<file path="src/rtl/alu_pkg.sv">
// Shared opcode, select-code and FSM definitions for the ALU issue sequencer.
// Consumers: alu_op_decode, alu_op_sequencer.
package alu_pkg;

  typedef enum logic [3:0] {
    OP_MOV = 4'd0,
    OP_CMP = 4'd1,
    OP_ADD = 4'd2,
    OP_SUB = 4'd3,
    OP_MUL = 4'd4,
    OP_DIV = 4'd5,
    OP_XOR = 4'd6,
    OP_AND = 4'd7,
    OP_NOT = 4'd8,
    OP_SHL = 4'd9,
    OP_SHR = 4'd10
  } opcode_e;

  localparam logic [3:0] SEL_SUB  = 4'd0;
  localparam logic [3:0] SEL_ADD  = 4'd1;
  localparam logic [3:0] SEL_MUL  = 4'd2;
  localparam logic [3:0] SEL_MOV  = 4'd3;
  localparam logic [3:0] SEL_CMP  = 4'd4;
  localparam logic [3:0] SEL_DIV  = 4'd5;
  localparam logic [3:0] SEL_XOR  = 4'd6;
  localparam logic [3:0] SEL_AND  = 4'd7;
  localparam logic [3:0] SEL_NOT  = 4'd8;
  localparam logic [3:0] SEL_SHL  = 4'd9;
  localparam logic [3:0] SEL_SHR  = 4'd10;
  localparam logic [3:0] SEL_NONE = 4'hF;

  typedef enum logic [1:0] {
    ST_IDLE = 2'd0,
    ST_EXEC = 2'd1,
    ST_DONE = 2'd2
  } state_e;

  localparam int DEF_MUL_LAT = 3;
  localparam int DEF_DIV_LAT = 4;

  // Wide enough to hold the longest latency itself, so the counter never wraps.
  function automatic int cnt_width(input int mul_lat, input int div_lat);
    int max_lat;
    max_lat = (mul_lat > div_lat) ? mul_lat : div_lat;
    return $clog2(max_lat) + 1;
  endfunction

endpackage

</file>
<file path="src/rtl/alu_op_decode.sv">
// Combinational opcode decoder: ISA opcode -> ALU select code, latency, illegal flag.
module alu_op_decode
  import alu_pkg::*;
#(
  parameter int MUL_LAT = DEF_MUL_LAT,
  parameter int DIV_LAT = DEF_DIV_LAT,
  parameter int LAT_W   = cnt_width(DEF_MUL_LAT, DEF_DIV_LAT)
) (
  input  logic [3:0]       op,
  output logic [3:0]       select,
  output logic [LAT_W-1:0] latency,
  output logic             illegal,
  output logic             is_div
);

  // NOTE: every output gets a default first so no path through the case infers a latch.
  always_comb begin
    select  = SEL_NONE;
    latency = LAT_W'(1);
    illegal = 1'b0;
    is_div  = 1'b0;
    case (op)
      OP_MOV: select = SEL_MOV;
      OP_CMP: select = SEL_CMP;
      OP_ADD: select = SEL_ADD;
      OP_SUB: select = SEL_SUB;
      OP_MUL: begin
        select  = SEL_MUL;
        latency = LAT_W'(MUL_LAT);
      end
      OP_DIV: begin
        select  = SEL_DIV;
        latency = LAT_W'(DIV_LAT);
        is_div  = 1'b1;
      end
      OP_XOR: select = SEL_XOR;
      OP_AND: select = SEL_AND;
      OP_NOT: select = SEL_NOT;
      OP_SHL: select = SEL_SHL;
      OP_SHR: select = SEL_SHR;
      default: illegal = 1'b1;
    endcase
  end

endmodule

</file>
<file path="src/rtl/alu_op_sequencer.sv">
// ALU issue sequencer: accepts one op, holds operands/select for its latency, returns the result.
// Optional macro ALU_SEQ_BACK_TO_BACK_EN lets a new command be accepted in the response-handshake cycle.
module alu_op_sequencer
  import alu_pkg::*;
#(
  parameter int N       = 4,
  parameter int MUL_LAT = DEF_MUL_LAT,
  parameter int DIV_LAT = DEF_DIV_LAT
) (
  input  logic         clk,
  input  logic         rst_n,
  input  logic         cmd_valid,
  output logic         cmd_ready,
  input  logic [3:0]   cmd_op,
  input  logic [N-1:0] cmd_a,
  input  logic [N-1:0] cmd_b,
  output logic [N-1:0] alu_a,
  output logic [N-1:0] alu_b,
  output logic [3:0]   alu_select,
  input  logic [N-1:0] alu_result,
  output logic         rsp_valid,
  input  logic         rsp_ready,
  output logic [N-1:0] rsp_data,
  output logic         rsp_zero,
  output logic         rsp_err
);

  localparam int CNT_W = cnt_width(MUL_LAT, DIV_LAT);

  state_e           state_q, state_d;
  logic [CNT_W-1:0] cnt_q;
  logic             illegal_q;
  logic             div_zero_q;

  logic [3:0]       dec_select;
  logic [CNT_W-1:0] dec_latency;
  logic             dec_illegal;
  logic             dec_is_div;

  logic             accept;
  logic             capture;
  logic             retire;
  logic [N-1:0]     cap_data;

  alu_op_decode #(
    .MUL_LAT (MUL_LAT),
    .DIV_LAT (DIV_LAT),
    .LAT_W   (CNT_W)
  ) u_decode (
    .op      (cmd_op),
    .select  (dec_select),
    .latency (dec_latency),
    .illegal (dec_illegal),
    .is_div  (dec_is_div)
  );

  assign accept  = cmd_valid && cmd_ready;
  assign capture = (state_q == ST_EXEC) && (cnt_q == '0);
  assign retire  = (state_q == ST_DONE) && rsp_ready;

  // Divide by zero overrides whatever the ALU produces.
  assign cap_data = div_zero_q ? {N{1'b1}} : alu_result;

  always_comb begin
    state_d   = state_q;
    cmd_ready = 1'b0;
    case (state_q)
      ST_IDLE: begin
        cmd_ready = 1'b1;
        if (cmd_valid) state_d = ST_EXEC;
      end
      ST_EXEC: begin
        if (cnt_q == '0) state_d = ST_DONE;
      end
      ST_DONE: begin
`ifdef ALU_SEQ_BACK_TO_BACK_EN
        cmd_ready = rsp_ready;
        if (rsp_ready) state_d = cmd_valid ? ST_EXEC : ST_IDLE;
`else
        if (rsp_ready) state_d = ST_IDLE;
`endif
      end
      default: state_d = ST_IDLE;
    endcase
  end

  // NOTE: sequential state uses non-blocking assignments so every register samples pre-edge values.
  always_ff @(posedge clk or negedge rst_n) begin
    if (!rst_n) begin
      state_q <= ST_IDLE;
    end else begin
      state_q <= state_d;
    end
  end

  always_ff @(posedge clk or negedge rst_n) begin
    if (!rst_n) begin
      alu_a      <= '0;
      alu_b      <= '0;
      alu_select <= SEL_NONE;
      cnt_q      <= '0;
      illegal_q  <= 1'b0;
      div_zero_q <= 1'b0;
    end else begin
      if (accept) begin
        alu_a      <= cmd_a;
        alu_b      <= cmd_b;
        alu_select <= dec_select;
        cnt_q      <= dec_latency - CNT_W'(1);
        illegal_q  <= dec_illegal;
        div_zero_q <= dec_is_div && (cmd_b == '0);
      end else if (retire) begin
        alu_select <= SEL_NONE;
      end
      if ((state_q == ST_EXEC) && (cnt_q != '0)) begin
        cnt_q <= cnt_q - CNT_W'(1);
      end
    end
  end

  always_ff @(posedge clk or negedge rst_n) begin
    if (!rst_n) begin
      rsp_valid <= 1'b0;
      rsp_data  <= '0;
      rsp_zero  <= 1'b0;
      rsp_err   <= 1'b0;
    end else if (capture) begin
      rsp_valid <= 1'b1;
      rsp_data  <= cap_data;
      rsp_zero  <= (cap_data == '0);
      rsp_err   <= illegal_q || div_zero_q;
    end else if (retire) begin
      rsp_valid <= 1'b0;
    end
  end

endmodule

</file>
<file path="config.mk">
export PLATFORM = sky130hd
export DESIGN_NAME = alu_op_sequencer
export DESIGN_NICKNAME = d
export VERILOG_FILES = /design/src/rtl/alu_pkg.sv /design/src/rtl/alu_op_decode.sv /design/src/rtl/alu_op_sequencer.sv
export SDC_FILE = /design/constraint.sdc
export NUM_CORES = 1
export LEC_CHECK = 0
export CAP_MARGIN = 20
export CORE_MARGIN = 2
export CORE_UTILIZATION = 45
export DETAILED_ROUTE_END_ITERATION = 12
export GPL_ROUTABILITY_DRIVEN = 0
export PLACE_DENSITY = 0.79
export SETUP_SLACK_MARGIN = 0.2
export SYNTH_ARGS = -nofsm -noshare
export SYNTH_HDL_FRONTEND = slang
export SYNTH_SLANG_ARGS = --single-unit
</file>
<file path="constraint.sdc">
create_clock -name clk -period 3.9 [get_ports clk]
set_input_delay 0.585 -clock clk [delete_from_list [all_inputs] [get_ports clk]]
set_output_delay 0.585 -clock clk [all_outputs]
set_load 0.02 [all_outputs]
</file>
==> flow_summary.ini <==
[status]
status = finished clean

[finish]
drive_gt1_share_pct = 7.186
antenna_cells = 0
design_area_sq_mm = 0.001674
layout_common_cells = clkdlybuf4s50_1 (39), nand2_1 (34), dfrtp_1 (22)
final_common_cell = clkdlybuf4s50_1
area_delta_synth_final_pct = 38.80
finalNetCount = 189

[sta]
finClkSkew_ns = 0.004894
fin_crit_ns = 2.146
relSlewSlack_pct = 64.13
finalSetupTns_ns = 0
setup_viol = 0
hold_slack_ns = 0.4870
fmax_mhz = 466.0
slew_violations = 0
hold_viol = 0
period_share_pct = 55.02
rsz0062_at_grt = false
tightest_slew_ns = 0.5380

[power]
pwr-share-clk_pct = 13.4
intPower_mw = 0.8415
seqPwrFrac_pct = 35.8
comb_power_share_pct = 50.9
swShare_pct = 38.54
p_per_area_mw_per_mm2 = 817.9
vdd.ir_drop.worst_uv = 627.0
p_leak_nw = 0.7363
switchingPower_mw = 0.5277

[routing]
wirelength_mm = 2.608
drtIter0Drc = 21
first_pass_iters = 3
drc = 0
wire_per_inst_um = 13.24
vias = 1034
drtAntennaViolNets = 0
vias_per_cell = 5.249

[floorplanning]
io_pins = 40
die_w_um = 55.77
num_rows = 18
die_y_um = 55.77
die_area_sq_mm = 0.003110
core_sq_mm = 0.002500
initial_core_util_pct = 48.25

[synth]
async_reset_ff_share_pct = 100.0
ys_seq_elements = 26
avgSynthCellArea_sq_um = 9.350
yosysSeqAreaShare_pct = 54.36
synth_edf_count = 0
ys.warnings.count = 0
synth_fp_nets = 150
synth_cells = 129
syn_area_sq_mm = 0.001206
synth_cell_types = 35
synthFlopType = dfrtp_1

[clock_network]
cts_root_buf = clkbuf_4
cts_resized = 0
htree_levels = 1
cts_tree = built
cts_buffers = 3
cts_sinks = 26
insertion_delay_ns = 0.32
cts_hold_buf = 0
post-cts-setup-buffers = 0
cts_buffer_depth = 2
cts.clk_slew.worst_paths_ns = 0.14

[setup_path]
endpoint_kind = primary output
path_max_fanout = 6
start_kind = flip-flop
critPathSlowestCell = clkdlybuf4s50_1
crit_type = flip-flop to primary output
arrival_ns = 1.56
slowest_delay_ns = 0.63
cp.required_ns = 3.31
path_cells = nor2_1, clkdlybuf4s50_1

[placed_design]
io_buffer_count = 39
place_area_sq_mm = 0.001622
place_hpwl_mm = 2.029

[job]
max-cap-violations = 0

[global_routing]
grt_max_degree = 22
grt_pass1_vias = 984
antenna_found_initial = 0
grt_remaining_overflow = 0
grt.total_usage_pct = 18.43
grt_pass1_wl_mm = 4.505

[hold_path]
worstHoldPathType = primary input to asynchronous set/reset pin
## Yosys cell counts, types with 4 or more instances
cell / n / share of area (%)
nand2b_1: 4 / 2.1
dfstp_2: 4 / 8.7
a21oi_1: 5 / 2.1
buf_2: 4 / 1.7
nor2_1: 12 / 3.7
dfrtp_1: 22 / 46
o21ai_1: 7 / 2.9
mux2i_1: 4 / 3.3
nand2_1: 34 / 11
o21ai_0: 4 / 1.7
## worst paths after layout
kind / from / end / slack [ns] / cells past startpoint
setup / recovery: state_q[1] / cmd_ready / 1.75 / 2
hold / removal: rst_n / rsp_valid / 0.49 / 1
setup reg to reg: state_q[1] / cnt_q[2] / 2.02 / 6
hold reg to reg: alu_a[1] / alu_a[1] / 0.49 / 2
max in group asynchronous: rst_n / alu_select[1] / 2.89 / 2
min in group clk: alu_a[1] / alu_a[1] / 0.49 / 2
## cell type report
class,instances,area (sq um)
Fill cell,206,825.8
Sequential cell,26,655.6
Multi-Input combinational cell,95,515.5
Timing Repair Buffer,40,405.4
Tap cell,30,37.54
Clock inverter,1,30.03
Clock buffer,3,22.52
Inverter,2,7.507
## routing by layer
layer | GRT usage, % | share of wire [%]
met1 | 22.31 | 42
met2 | 31.97 | 52
met3 | 6.047 | 5.3
met4 | 3.833 | 1.2
met5 | 0 | 0
## sequential cells by signal (all words and copies together) (netlist names)
signal,cells
alu_a,4
state_q,2
rsp_valid,1
rsp_data,4
div_zero_q,1
cnt_q,3
rsp_zero,1
alu_select,4
rsp_err,1
illegal_q,1
alu_b,4
## logic make-up after synthesis
group / count (synthesis) / synth area share (%)
AOI/OAI and AO/OA: 27 / 14.21
xor gates and xnor gates: 1 / 0.7263
adders and majority gates: 1 / 1.037
buffers and inverters: 8 / 2.905
DFF: 26 / 54.36
muxes: 5 / 4.253
and+or+nand+nor: 61 / 22.51
## worst max-delay path, delay by kind of cell, from the launching register on
family                 cells  cell delay [ns]
flip-flops                 1             0.46
AND/OR/NAND/NOR            1             0.15
buffers and inverters      1             0.63
## metrics by stage
stage / std cells / worst slack, ns / utilization [%] / power (mW)
5_1_grt: 197 / 1.633 / 66.97 / 1.476
6_report: 197 / 1.754 / 66.97 / 1.369
2_1_floorplan: 129 / 2.072 / - / 0.9078
4_1_cts: 197 / 1.740 / 66.97 / 1.386
3_5_place_dp: 193 / 1.435 / 64.86 / 1.200
3_3_place_gp: 192 / 1.529 / 64.26 / 1.175
## power by group through the flow
stage          Sequential [mW]  Combinational (mW)  Clock [mW]
2_1_floorplan            0.603               0.305           0
3_3_place_gp             0.490               0.685           0
3_5_place_dp             0.497               0.704           0
4_1_cts                  0.491               0.706       0.189
5_1_grt                  0.509               0.766       0.201
6_report                 0.490               0.696       0.183
(Power assumes the default switching activity.)
